==> config.mk <==
export PLATFORM = sky130hd
export DESIGN_NAME = mem_bus_arbiter
export DESIGN_NICKNAME = d
export VERILOG_FILES = /design/src/rtl/mem_bus_arbiter_pkg.sv /design/src/rtl/mem_bus_arbiter_rr_picker.sv /design/src/rtl/mem_bus_arbiter.sv
export SDC_FILE = /design/constraint.sdc
export NUM_CORES = 1
export LEC_CHECK = 0
export CAP_MARGIN = 20
export CORE_MARGIN = 1
export CORE_UTILIZATION = 31
export DETAILED_ROUTE_END_ITERATION = 16
export GPL_TIMING_DRIVEN = 1
export PLACE_DENSITY = 0.7
export RECOVER_POWER = 50
export SYNTH_ARGS = -nofsm -noshare
export SYNTH_HDL_FRONTEND = slang
export SYNTH_SLANG_ARGS = --single-unit
==> constraint.sdc <==
create_clock -name clock -period 11.6 [get_ports clock]
set_input_delay 2.9 -clock clock [delete_from_list [all_inputs] [get_ports clock]]
set_output_delay 2.9 -clock clock [all_outputs]
set_load 0.005 [all_outputs]
==> src/rtl/mem_bus_arbiter_pkg.sv <==
// Shared definitions for the memory bus arbiter: FSM state encoding and
// an index-width helper usable in parameter expressions.
package mem_bus_arbiter_pkg;

    // Arbiter FSM states; IDLE waits for requests, BUSY owns the memory port.
    typedef enum logic {
        ST_IDLE = 1'b0,
        ST_BUSY = 1'b1
    } state_t;

    // Bits needed to hold values 0..value-1, never less than one bit.
    function automatic int clog2(input int value);
        int width;
        width = 1;
        while ((1 << width) < value) begin
            width = width + 1;
        end
        return width;
    endfunction

endpackage

==> src/rtl/mem_bus_arbiter_rr_picker.sv <==
// Round-robin picker: scans the request vector starting one past the last
// owner and wrapping, returning the first set bit. Purely combinational so
// it can be reused by other arbiters (e.g. an interrupt arbiter).
module mem_bus_arbiter_rr_picker
    import mem_bus_arbiter_pkg::*;
#(
    parameter int NUM_REQ = 2,
    parameter int IDX_W   = clog2(NUM_REQ)
) (
    input  logic [NUM_REQ-1:0] i_req,
    input  logic [IDX_W-1:0]   i_ptr,
    output logic               o_valid,
    output logic [IDX_W-1:0]   o_winner
);

    logic [IDX_W-1:0] w_idx;

    // Walk the requesters in priority order and keep the first one found.
    always_comb begin
        // NOTE: every variable gets a default before any branch, so no path
        // leaves it unassigned and no latch is inferred.
        o_valid  = 1'b0;
        o_winner = '0;
        w_idx    = '0;
        for (int k = 1; k <= NUM_REQ; k++) begin
            w_idx = IDX_W'((int'(i_ptr) + k) % NUM_REQ);
            if (!o_valid && i_req[w_idx]) begin
                o_valid  = 1'b1;
                o_winner = w_idx;
            end
        end
    end

endmodule

==> src/rtl/mem_bus_arbiter.sv <==
// Memory bus arbiter: shares one memory port among NUM_REQ requesters with
// round-robin priority, holds the winning command on the port until the
// memory acknowledges or the timeout expires, then pulses done to the owner.
module mem_bus_arbiter
    import mem_bus_arbiter_pkg::*;
#(
    parameter int NUM_REQ = 2,
    parameter int ADDR_W  = 32,
    parameter int DATA_W  = 32,
    parameter int TIMEOUT = 15
) (
    input  logic                      clock,
    input  logic                      reset,
    input  logic [NUM_REQ-1:0]        req,
    input  logic [NUM_REQ-1:0]        we,
    input  logic [NUM_REQ*ADDR_W-1:0] addr,
    input  logic [NUM_REQ*DATA_W-1:0] wdata,
    output logic [NUM_REQ-1:0]        gnt,
    output logic [NUM_REQ-1:0]        done,
    output logic                      err,
    output logic [DATA_W-1:0]         rdata,
    output logic                      mem_req,
    output logic                      mem_we,
    output logic [ADDR_W-1:0]         mem_addr,
    output logic [DATA_W-1:0]         mem_wdata,
    input  logic [DATA_W-1:0]         mem_rdata,
    input  logic                      mem_ack
);

    localparam int IDX_W = clog2(NUM_REQ);
    localparam int CNT_W = clog2(TIMEOUT);
    localparam logic [CNT_W-1:0] CNT_LAST = CNT_W'(TIMEOUT - 1);

    state_t              r_state;
    state_t              w_state_next;
    logic [IDX_W-1:0]    r_owner;
    logic                r_we;
    logic [ADDR_W-1:0]   r_addr;
    logic [DATA_W-1:0]   r_wdata;
    logic [CNT_W-1:0]    r_count;
    logic [NUM_REQ-1:0]  r_gnt;
    logic [NUM_REQ-1:0]  r_done;
    logic                r_err;
    logic [DATA_W-1:0]   r_rdata;
    logic                w_pick_valid;
    logic [IDX_W-1:0]    w_pick_idx;
    logic                w_grant;
    logic                w_ack_done;
    logic                w_timeout;

    // The last owner doubles as the round-robin pointer.
    mem_bus_arbiter_rr_picker #(
        .NUM_REQ (NUM_REQ),
        .IDX_W   (IDX_W)
    ) u_rr_picker (
        .i_req    (req),
        .i_ptr    (r_owner),
        .o_valid  (w_pick_valid),
        .o_winner (w_pick_idx)
    );

    // State register; reset drops mem_req at once because mem_req decodes it.
    always_ff @(posedge clock or posedge reset) begin
        if (reset) begin
            r_state <= ST_IDLE;
        end else begin
            r_state <= w_state_next;
        end
    end

    // Next state plus the grant / completion events that drive the datapath.
    always_comb begin
        w_state_next = r_state;
        w_grant      = 1'b0;
        w_ack_done   = 1'b0;
        w_timeout    = 1'b0;
        case (r_state)
            ST_IDLE: begin
                if (w_pick_valid) begin
                    w_grant      = 1'b1;
                    w_state_next = ST_BUSY;
                end
            end
            ST_BUSY: begin
                // An ack on the final allowed cycle still counts as success.
                if (mem_ack) begin
                    w_ack_done   = 1'b1;
                    w_state_next = ST_IDLE;
                end else if (r_count == CNT_LAST) begin
                    w_timeout    = 1'b1;
                    w_state_next = ST_IDLE;
                end
            end
            default: w_state_next = ST_IDLE;
        endcase
    end

    // Command latches, timeout counter, response pulses and read data.
    always_ff @(posedge clock or posedge reset) begin
        if (reset) begin
            // NOTE: the command latches feed the memory port directly, so
            // they are reset too; otherwise mem_* would come up undefined.
            r_owner <= IDX_W'(NUM_REQ - 1);
            r_we    <= 1'b0;
            r_addr  <= '0;
            r_wdata <= '0;
            r_count <= '0;
            r_gnt   <= '0;
            r_done  <= '0;
            r_err   <= 1'b0;
            r_rdata <= '0;
        end else begin
            // NOTE: non-blocking assignments make every register here update
            // from pre-edge values, independent of statement order.
            r_gnt  <= '0;
            r_done <= '0;
            r_err  <= 1'b0;
            if (w_grant) begin
                r_owner <= w_pick_idx;
                r_we    <= we[w_pick_idx];
                r_addr  <= addr[w_pick_idx*ADDR_W +: ADDR_W];
                r_wdata <= wdata[w_pick_idx*DATA_W +: DATA_W];
                r_count <= '0;
                r_gnt   <= NUM_REQ'(1) << w_pick_idx;
            end else if (r_state == ST_BUSY) begin
                r_count <= r_count + 1'b1;
            end
            if (w_ack_done || w_timeout) begin
                r_done <= NUM_REQ'(1) << r_owner;
                r_err  <= w_timeout;
            end
            if (w_ack_done && !r_we) begin
                r_rdata <= mem_rdata;
            end
        end
    end

    assign mem_req   = (r_state == ST_BUSY);
    assign mem_we    = r_we;
    assign mem_addr  = r_addr;
    assign mem_wdata = r_wdata;
    assign gnt       = r_gnt;
    assign done      = r_done;
    assign err       = r_err;
    assign rdata     = r_rdata;

endmodule
Word-level counts from Yosys, hierarchy flattened --
Cells that the tools add are included.
Storage, ports and cells: bits in registers 108, input bits 167, output and inout bits 103, logic and storage cells 53
Operators by class: add/subtract/negate cells 3, magnitude comparators 3, eq/ne operators 1, shift operators 4, muxes and demuxes 25, bitwise gates (word level) 1, reductions and logical operators 6
Operators by type and width (number):
- $shiftx A64 B7 Y32 | 2
- $mux W1 | 20
- $mux W4 | 2
- $lt A1 B2 Y1 const B | 3
- $add A4 B1 Y4 const B | 1
- $eq A4 B4 Y1 const B | 1
- $mux W2 | 2
- $shl A1 B1 Y2 const A | 2
- $add A1 B1 Y1 const B | 2
- $logic_and A1 B1 Y1 | 2
- $logic_not A1 Y1 | 2
- $pmux W1 S2 | 1
- $reduce_bool A2 Y1 | 1
- $logic_or A1 B1 Y1 | 1
- $not A1 Y1 | 1

Logic depth before layout (Yosys ltp) --
Gate-level depths: netlist of the first run.
depth after elaboration 10, gate-level depth with buffers 5, gate-level depth less buffers 5

By module --
A second synthesis of the first run with hierarchy kept.
Unflattened totals: cells, all modules 393, area, all modules 4709.5 um2
Modules (own cells, without submodules):
- mem_bus_arbiter | instances 1, cells each 391, area each 4695.8 um2, seq. area each 2703.8 um2
- mem_bus_arbiter_rr_picker | instances 1, cells each 2, area each 13.8 um2, seq. area each 0.0 um2

Worst setup path before layout of the first run --
No wires, ideal clock.
path kind input -> register, start input req[0], end register r_wdata[10], in the netlist mem_wdata[10], library setup time 0.126 ns, arrival time 3.674 ns, data required time 11.474 ns, slack 7.800 ns, stages 5, buffers on the path 2, path through o21bai_2 -> buf_2 -> buf_2 -> and2_0 -> a221o_1
Between the ends: longest elaborated chain between the ends 8, elaborated cells between the ends (all ways) 13, those cells by class 1 x shift; 10 x mux; 2 x reduce/logical
Ends and longest elaborated chain:
- start: declaration | RTL line mem_bus_arbiter.sv:14 | input logic [NUM_REQ-1:0] req,
- parallel branches: the longest is 8 deep, another holds $shiftx A64 B7 Y32
- end signal: assignment | RTL line mem_bus_arbiter.sv:122 | r_wdata <= wdata[w_pick_idx*DATA_W +: DATA_W];
- end: declaration | RTL line mem_bus_arbiter.sv:39 | logic [DATA_W-1:0] r_wdata;
Several ways; the timed one is not identified. The select of a mux whose other input is x is not followed. A chain may end at the register's enable or synchronous reset.

Worst setup path after layout of the first run --
start input req[0], end register r_state, in the netlist mem_req
Between the ends: longest elaborated chain between the ends 8, elaborated cells between the ends (all ways) 10, those cells by class 8 x mux; 2 x reduce/logical
Ends and longest elaborated chain:
- $mux W1 (not written as such) (2 in a row) | RTL line mem_bus_arbiter_rr_picker.sv:27 | if (!o_valid && i_req[w_idx]) begin
- $mux W1 | RTL line mem_bus_arbiter_rr_picker.sv:27
- $logic_not A1 Y1 | RTL line mem_bus_arbiter_rr_picker.sv:27
- $logic_and A1 B1 Y1 | RTL line mem_bus_arbiter_rr_picker.sv:27
- $mux W1 * | RTL line mem_bus_arbiter_rr_picker.sv:27
- $mux W1 * | RTL line mem_bus_arbiter.sv:79 | if (w_pick_valid) begin
- $pmux W1 S2 * | RTL line mem_bus_arbiter.sv:77 | case (r_state)
- net w_state_next | RTL line mem_bus_arbiter.sv:35 | state_t w_state_next;
- end signal: assignment | RTL line mem_bus_arbiter.sv:67 | r_state <= w_state_next;
- end: declaration | RTL line mem_bus_arbiter.sv:34 | state_t r_state;
The timed path passes the listed nets; every way through them passes the cells marked *. The select of a mux whose other input is x is not followed.

==> impl_metrics.tcl, run 1 <==
set metrics [dict create \
    final-hold-violation-count 0 \
    synth-adder-area-share_pct 0.5615 \
    grtUsageTotal_pct 16.92 \
    synth-seq-cells 108 \
    crit_fanout 69 \
    setup_viol 0 \
    postLayoutCellArea_sq_um 7600 \
    syn-mean-instance-area_sq_um 13.71 \
    synth_ff_type "sky130_fd_sc_hd__dfrtp_1" \
    wl_met2_microns 6032 \
    cp-start-kind "primary input" \
    irDropWorstVdd_mv 0.08186 \
    post_synth_xor_area_fraction_pct 0.1965 \
    worst_hold_path.num_cells 1 \
    synth.top_cells.by_area "sky130_fd_sc_hd__dfrtp_1, sky130_fd_sc_hd__a221o_1, sky130_fd_sc_hd__mux2_2" \
    gp_routability_congestion 0.7386 \
    grt_antenna_before_repair 0 \
    clock_latency_ps 340 \
    ant_nets 0 \
    final_layout_size_suffix_gt1_share_pct 9.983 \
    clk_pin_slew_ps 70 \
    fp.dieW_microns 121.9 \
    grt_pass1_wl_microns 19270 \
    die_area_sq_um 14860 \
    setup_total_negative_slack_ps 0 \
    number_of_cell_instances_on_the_worst_register_to_register_path 3 \
    total_cell_area_at_the_placement_stage_sq_um 7330 \
    timing_max_transition_violations_final 152 \
    tightest_slew_ps 2532 \
    global_route.overflow_total 0 \
    commonest_cells_in_the_synthesized_netlist "sky130_fd_sc_hd__dfrtp_1, sky130_fd_sc_hd__a221o_1, sky130_fd_sc_hd__and2_0" \
    initial_core_util_pct 31.98 \
    setup_ws_ps 5879 \
    critical_path.slowest_cell "sky130_fd_sc_hd__clkbuf_1" \
    critical_path_depth 4 \
    drt_first_iter_violations 151 \
    yosys.cell_types.count 26 \
    clock-sinks 108 \
    worstPathBufferInverterCount 2 \
    via_count_of_the_first_global_routing_pass 3774 \
    detailed_place_hpwl_microns 9205 \
    ctsRootBufferMaster "sky130_fd_sc_hd__clkbuf_16" \
    ctsHtreeMaxLevel 3 \
    cts_buffers 9 \
    crit_arrival_ps 5810 \
    core_area_sq_um 13930 \
    fin_skew_ps 7.726 \
    synth_enable_flop_cells 0 \
    diodes 0 \
    post-synth-top-count-cell "sky130_fd_sc_hd__dfrtp_1" \
    synth_top_area_cell "sky130_fd_sc_hd__dfrtp_1" \
    clock_tree_from_tritoncts "built" \
    syn-num-nets 494 \
    synth_top_family_by_area "compound AO/OA/AOI/OAI gates" \
    cts.hold.buffers_added 0 \
    synthArstFlopShare_pct 100.0 \
    post-route-drc-count 0 \
    critical_path_class "primary input to register" \
    synth_compound_area_share_pct 15.92 \
    route.detailed.wl_per_inst_microns 16.50 \
    finalWorstPathRequiredPeriod_ps 5721 \
    std_cell_rows 43 \
    fmax_ghz 0.1748 \
    io_pins 270 \
    synth_sequential_area_ratio_pct 60.67 \
    postCtsResizedCells 0 \
    clock_path_buffers 2 \
    top_layer_used "met4" \
    met3_length_microns 1062 \
    rsz0062_at_grt "no" \
    synth-simple-area-share_pct 10.64 \
    finalWirelength_microns 12720 \
    pre_cts_ws_ps 6473 \
    critPathCaptureType "register" \
    critical-path-max-stage-delay_ps 1800 \
    path_cells "dlygate4sd3_1 -> o21bai_4 -> clkbuf_1 -> o21ai_0" \
    die_span_y_microns 121.9 \
    place.port_buffers 269 \
    cp_data_required_time_ps 11690 \
    max_cap_violations 3 \
    post-synth-top-area-fraction_pct 60.08 \
    layout.nets 755 \
    outcome "finished with violations" \
    grt_start_max_net_pins 70 \
    worstHoldPathType "register to register" \
    finalCritPeriodShare_pct 49.32 \
    mappedNetlistArea_sq_um 4457 \
    relSlewSlack_pct -68.79 \
    vias 3725 \
    cts_post_setup_buffers_inserted 0 \
    vias_per_cell 4.831 \
    wire_length_on_met1_microns 5424 \
    synth.mux.area_fraction_pct 8.563 \
    power.leakage_nw 3.184 \
    powerDensity_nw_per_um2 204.8 \
    failed_checks "max-capacitance violations, max-slew violations" \
    synth.yosys.warnings 0 \
    drt-pass1-iter-count 4 \
    area_growth_syn_to_layout_pct 70.52 \
    synthesis.instances 325 \
    critical-path-top-delay-family "buffers and inverters" \
]
## where the power goes
group	leakage, nW	internal [mW]	switching [mW]
clock	0.140	0.152	0.134
sequential	1.32	0.539	0.0867
combinational	1.72	0.428	0.217
## worst register-to-register path: cells and delay by family (launching register included)
family / cells / cell delay [ps]
AOI/OAI and AO/OA: 2 / 520
DFF: 1 / 660
buffers and inverters: 1 / 1800
## cells by family (layout without fill, tap and decap cells)
group                      Yosys count  count (layout)
and+or+nand+nor                     78              78
buffers and inverters               30             296
xor gates and xnor gates             1               1
AOI/OAI and AO/OA                   72              72
DFF                                108             108
adders and majority gates            2               2
muxes                               34              34
## per-layer routing
layer | up-vias | global-route usage [%]
li1 | 1731 | -
met1 | 1775 | 21.88
met2 | 202 | 27.08
met3 | 17 | 4.026
met4 | 0 | 7.022
met5 | - | 0
## registers in the layout, indices dropped and copies added (netlist names)
register	flops
done	2
err	1
gnt	2
mem_addr	32
mem_req	1
mem_wdata	32
mem_we	1
r_count	4
r_owner	1
rdata	32
## stage by stage
step           hold WS [ps]  utilization [%]  power (mW)  cells
3_5_place_dp          492.1            52.60       1.331    755
2_1_floorplan         472.0                -      0.8883    325
3_3_place_gp          485.3            52.40       1.312    754
5_1_grt               513.6            54.54       1.659    771
4_1_cts               508.5            54.60       1.626    771
6_report              501.3            54.54       1.557    771
## layout by cell type (no fill, tap or decap), types with 9 or more instances in the layout
| master | instances |
|---|---|
| sky130_fd_sc_hd__clkdlybuf4s50_1 | 192 |
| sky130_fd_sc_hd__dfrtp_1 | 107 |
| sky130_fd_sc_hd__dlygate4sd3_1 | 77 |
| sky130_fd_sc_hd__a221o_1 | 65 |
| sky130_fd_sc_hd__and2_0 | 48 |
| sky130_fd_sc_hd__mux2_2 | 33 |
| sky130_fd_sc_hd__and2_1 | 18 |
| sky130_fd_sc_hd__clkbuf_16 | 9 |
## final cells by class
type,instances,area [sq um]
Clock buffer,11,242.7
Timing Repair Buffer,275,2750
Multi-Input combinational cell,187,1622
Inverter,5,20.02
Fill cell,1156,6335
Sequential cell,108,2704
Clock inverter,5,36.28
Tap cell,180,225.2
## worst paths after layout
path / start / end / slack, ps
min: rdata[31]$_DFFE_PP0P_ / rdata[31]$_DFFE_PP0P_ / 500
max reg2reg: mem_req$_DFF_PP0_ / mem_req$_DFF_PP0_ / 8380
min reg2reg: rdata[31]$_DFFE_PP0P_ / rdata[31]$_DFFE_PP0P_ / 500
min in group asynchronous: reset / mem_addr[27]$_DFFE_PP0P_ / 3550
max in group asynchronous: reset / rdata[1]$_DFFE_PP0P_ / 6530
max: req[0] / mem_req$_DFF_PP0_ / 5880
No activity file was read; power rests on OpenSTA's default activity.
==> inputs of run 2 (changes only) <==
--- a/config.mk
+++ b/config.mk
@@ -10,7 +10,7 @@
 export CORE_UTILIZATION = 31
 export DETAILED_ROUTE_END_ITERATION = 16
 export GPL_TIMING_DRIVEN = 1
-export PLACE_DENSITY = 0.7
+export PLACE_DENSITY = 0.72
 export RECOVER_POWER = 50
 export SYNTH_ARGS = -nofsm -noshare
 export SYNTH_HDL_FRONTEND = slang
==> constraint.sdc (replaced) <==
create_clock -name clock -period 4.74 [get_ports clock]
set_input_delay 1.185 -clock clock [delete_from_list [all_inputs] [get_ports clock]]
set_output_delay 1.185 -clock clock [all_outputs]
set_load 0.005 [all_outputs]
==> impl_metrics.tcl, run 2 (synthesized netlist as in run 1, its figures left out) <==
set metrics [dict create \
    outcome "finished with violations" \
    failed_checks "max-capacitance violations, max-slew violations" \
    fin_skew_ps 9.601 \
    cp-start-kind "primary input" \
    cts.hold.buffers_added 0 \
    post-route-drc-count 0 \
    dp_cells 755 \
    setup_total_negative_slack_ps 0 \
    final-hold-violation-count 0 \
    layout.nets 755 \
    area_growth_syn_to_layout_pct 70.30 \
    finalWirelength_microns 12690 \
    die_area_sq_um 14860 \
    die_span_y_microns 121.9 \
    fp.dieW_microns 121.9 \
    finalPower_mw 3.916 \
    postCtsResizedCells 0 \
    grt_antenna_before_repair 0 \
    route.detailed.wl_per_inst_microns 16.46 \
    grt_start_max_net_pins 68 \
    critical_path_class "primary input to register" \
    drt-pass1-iter-count 4 \
    power.leakage_nw 3.116 \
    cts_buffers 9 \
    ctsHtreeMaxLevel 3 \
    cts_post_setup_buffers_inserted 0 \
    initial_core_util_pct 31.98 \
    final_layout_size_suffix_gt1_share_pct 10.15 \
    vias 3715 \
    max_cap_violations 2 \
    cp_data_required_time_ps 4960 \
    rsz0062_at_grt "no" \
    stdcell_count 771 \
    tightest_slew_ps 2152 \
    via_count_of_the_first_global_routing_pass 3746 \
    timing_max_transition_violations_final 82 \
    core_area_sq_um 13930 \
    relSlewSlack_pct -44.24 \
    ctsRootBufferMaster "sky130_fd_sc_hd__clkbuf_16" \
    clock_tree_from_tritoncts "built" \
    clk_pin_slew_ps 70 \
    finalWorstPathRequiredPeriod_ps 3315 \
    finalCritPeriodShare_pct 69.94 \
    ant_nets 0 \
    global_route.overflow_total 0 \
    powerDensity_nw_per_um2 516.0 \
    crit_arrival_ps 3530 \
    detailed_place_hpwl_microns 9297 \
    clock-sinks 108 \
    crit_fanout 32 \
    grt_pass1_wl_microns 18930 \
    fmax_ghz 0.3016 \
    place.port_buffers 269 \
    drt_first_iter_violations 174 \
    filler_cell_count 1114 \
    gp_routability_congestion 0.8062 \
    most-common-layout-cells "sky130_fd_sc_hd__clkdlybuf4s50_1, sky130_fd_sc_hd__dfrtp_1, sky130_fd_sc_hd__a221o_1" \
    clock_latency_ps 340 \
    grtUsageTotal_pct 16.63 \
    worstHoldPathType "register to register" \
    clock_path_buffers 2 \
    irDropWorstVdd_mv 0.2503 \
    critPathCaptureType "register" \
    std_cell_rows 43 \
    layout.cells.most_common "sky130_fd_sc_hd__clkdlybuf4s50_1" \
    setup_viol 0 \
    diodes 0 \
    vias_per_cell 4.818 \
    io_pins 270 \
]
[run 2: where the power goes]
group	switching [mW]	internal, mW	total, mW
logic	0.519	1.13	1.65
registers	0.231	1.32	1.55
clock network	0.350	0.368	0.718
[run 2: worst paths after layout]
kind                                      start                        end  slack, ps  cells past startpoint
setup / recovery                        mem_ack      rdata[25]$_DFFE_PP0P_       1420                      4
hold / removal             rdata[0]$_DFFE_PP0P_       rdata[0]$_DFFE_PP0P_        500                      1
setup reg to reg              mem_req$_DFF_PP0_      rdata[25]$_DFFE_PP0P_       2220                      3
hold reg to reg            rdata[0]$_DFFE_PP0P_       rdata[0]$_DFFE_PP0P_        500                      1
max in group asynchronous                 reset   mem_addr[24]$_DFFE_PP0P_       1620                      3
min in group asynchronous                 reset  mem_wdata[21]$_DFFE_PP0P_       1870                      2
[run 2: per-stage QoR]
stage               hold WS, ps  area [sq um]  worst slack [ps]  util, %
floorplan                 472.0          4457             711.1        -
global placement          486.3          7310              1638    52.46
detailed placement        492.0          7310              1531    52.46
CTS                       510.6          7595              1898    54.50
global route              509.5          7590              1192    54.47
finish                    501.8          7590              1425    54.47
[run 2: per-layer routing]
layer / global-route usage, % / vias to the layer above / part of all wire (%)
met5: 0 / - / 0
met4: 4.398 / 0 / 0.92
met3: 4.167 / 9 / 7.3
met2: 28.88 / 180 / 49
met1: 20.41 / 1798 / 43
li1: - / 1728 / -
[run 2: critical path, cell delays in order]
cell                            delay [ps]
sky130_fd_sc_hd__dlygate4sd3_1         580
sky130_fd_sc_hd__nand3b_1              100
sky130_fd_sc_hd__clkbuf_1             1210
sky130_fd_sc_hd__mux2_2                450
[run 2: final cells by class]
| class | instances | area, sq um | share of cell area, % |
|---|---|---|---|
| flip-flops and latches | 108 | 2704 | 35.62 |
| multi-input cells | 187 | 1622 | 21.37 |
| inverters | 5 | 20.02 | 0.2638 |
| repair buffers | 275 | 2734 | 36.02 |
| clock buffers | 10 | 229.0 | 3.017 |
| well taps | 180 | 225.2 | 2.967 |
| clock inverters | 6 | 56.30 | 0.7418 |
==> inputs of run 3 (changes only) <==
==> constraint.sdc (replaced) <==
create_clock -name clock -period 2.7 [get_ports clock]
set_input_delay 0.675 -clock clock [delete_from_list [all_inputs] [get_ports clock]]
set_output_delay 0.675 -clock clock [all_outputs]
set_load 0.005 [all_outputs]
==> impl_metrics.tcl, run 3 (synthesized netlist as in run 1, its figures left out) <==
set metrics [dict create \
    finalWirelength_microns 13150 \
    setup_viol 0 \
    layout.cells.most_common "sky130_fd_sc_hd__clkdlybuf4s50_1" \
    fmax_ghz 0.4195 \
    die_span_y_microns 121.9 \
    io_pins 270 \
    place.port_buffers 269 \
    most-common-layout-cells "sky130_fd_sc_hd__clkdlybuf4s50_1, sky130_fd_sc_hd__dfrtp_1, sky130_fd_sc_hd__a221o_1" \
    rsz0062_at_grt "no" \
    vias_per_cell 4.878 \
    gp_routability_congestion 0.7256 \
    fin_skew_ps 7.065 \
    clk_pin_slew_ps 70 \
    irDropWorstVdd_mv 0.4679 \
    global_route.overflow_total 0 \
    multiInputGateArea_sq_um 1598 \
    outcome "finished clean" \
    grtUsageTotal_pct 17.58 \
    std_cell_rows 43 \
    finalWorstPathRequiredPeriod_ps 2384 \
    critical-path-max-stage-delay_ps 680 \
    ctsRootBufferMaster "sky130_fd_sc_hd__clkbuf_16" \
    crit_fanout 36 \
    grt_most_used_layer "met2" \
    crit_arrival_ps 2660 \
    worstHoldPathType "register to register" \
    finalCritPeriodShare_pct 88.29 \
    ant_nets 0 \
    grt_pass1_wl_microns 19870 \
    die_area_sq_um 14860 \
    initial_core_util_pct 31.98 \
    drt-pass1-iter-count 4 \
    drt_first_iter_violations 143 \
    cts_post_setup_buffers_inserted 0 \
    clock_latency_ps 340 \
    tightest_slew_ps 1477 \
    relSlewSlack_pct 1.560 \
    area_growth_syn_to_layout_pct 71.67 \
    use_met2_pct 28.74 \
    via_count_of_the_first_global_routing_pass 3826 \
    post-route-drc-count 0 \
    cp_data_required_time_ps 2980 \
    cts.hold.buffers_added 0 \
    grt_start_max_net_pins 109 \
    critical_path.slowest_cell "sky130_fd_sc_hd__clkbuf_2" \
    clock-sinks 108 \
    fp.dieW_microns 121.9 \
    ctsHtreeMaxLevel 3 \
    final-hold-violation-count 0 \
    final_layout_size_suffix_gt1_share_pct 10.30 \
    cts_buffers 9 \
    core_area_sq_um 13930 \
    clock_path_buffers 2 \
    powerDensity_nw_per_um2 933.2 \
    setup_total_negative_slack_ps 0 \
    postCtsResizedCells 0 \
    grt_util_met3_pct 4.728 \
    path_cells "dlygate4sd3_1 -> inv_1 -> a211oi_1 -> clkbuf_2 -> a221o_1" \
    critical_path_class "primary input to register" \
    grt_antenna_before_repair 1 \
    filler_cell_count 1145 \
    power.leakage_nw 3.142 \
    route.detailed.wl_per_inst_microns 17.01 \
    critPathCaptureType "register" \
    groute.layer.met1.usage_pct 21.45 \
    timing_max_transition_violations_final 0 \
    layout.nets 756 \
    cp-start-kind "primary input" \
    max_cap_violations 0 \
    clock_tree_from_tritoncts "built" \
    hold_ws_ps 502.0 \
    regArea_sq_um 2704 \
    vias 3771 \
    detailed_place_hpwl_microns 9389 \
]
==> run 3: cell count changes in the layout (fill, tap and decap cells not counted), sizes merged <==
cell	change
clkdlybuf4s50	+9
dlygate4sd3	-9
clkbuf	+4
inv	-3
buf	-2
bufinv	+2
clkinv	-1
clkinvlp	+1
diode	+1
==> run 3: layer usage <==
layer / part of all wire [%] / up-vias / routed length, microns
li1: - / 1737 / -
met1: 42 / 1825 / 5504
met2: 48 / 186 / 6292
met3: 7.8 / 23 / 1022
met4: 2.5 / 0 / 329
met5: 0 / - / 0
==> run 3: power breakdown <==
part,total [mW],switching (mW),internal (mW)
combinational,2.95,0.932,2.02
clock,1.45,0.589,0.865
sequential,2.74,0.415,2.32
total,7.14,1.94,5.20
==> run 3: final timing paths <==
kind                                            start                   endpoint  slack (ps)  cells past startpoint
worst max-delay path                           req[0]  mem_wdata[18]$_DFFE_PP0P_         320                      5
worst min-delay path            rdata[25]$_DFFE_PP0P_      rdata[25]$_DFFE_PP0P_         500                      1
worst max register to register    r_owner$_DFFE_PP1P_  mem_wdata[18]$_DFFE_PP0P_         670                      4
worst min register to register  rdata[25]$_DFFE_PP0P_      rdata[25]$_DFFE_PP0P_         500                      1
max in group asynchronous                       reset   mem_addr[29]$_DFFE_PP0P_         520                      3
min in group asynchronous                       reset  mem_wdata[10]$_DFFE_PP0P_        1210                      3
==> run 3: worst max-delay path, delay by kind of cell <==
kind | cells | cell delay [ps]
buffers and inverters | 3 | 1420
AO/OA/AOI/OAI | 2 | 540
==> run 3: layout make-up <==
class                   count  area share (%)
repair buffers            276           36.11
flip-flops and latches    108           35.34
multi-input cells         187           20.88
clock buffers              11           3.303
well taps                 180           2.944
clock inverters             5           1.096
inverters                   5          0.2944
diodes                      1         0.03271
==> run 3: metrics by stage <==
stage               cells  cell area, sq um  setup WS [ps]  power [mW]  util, %
floorplan             325              4461          724.3       3.825        -
global placement      756              7368          418.4       5.697    52.88
detailed placement    756              7368          330.0       5.755    52.88
CTS                   772              7705          370.4       7.262    55.29
global route          773              7651          216.0       7.573    54.91
finish                773              7651          316.2       7.140    54.91
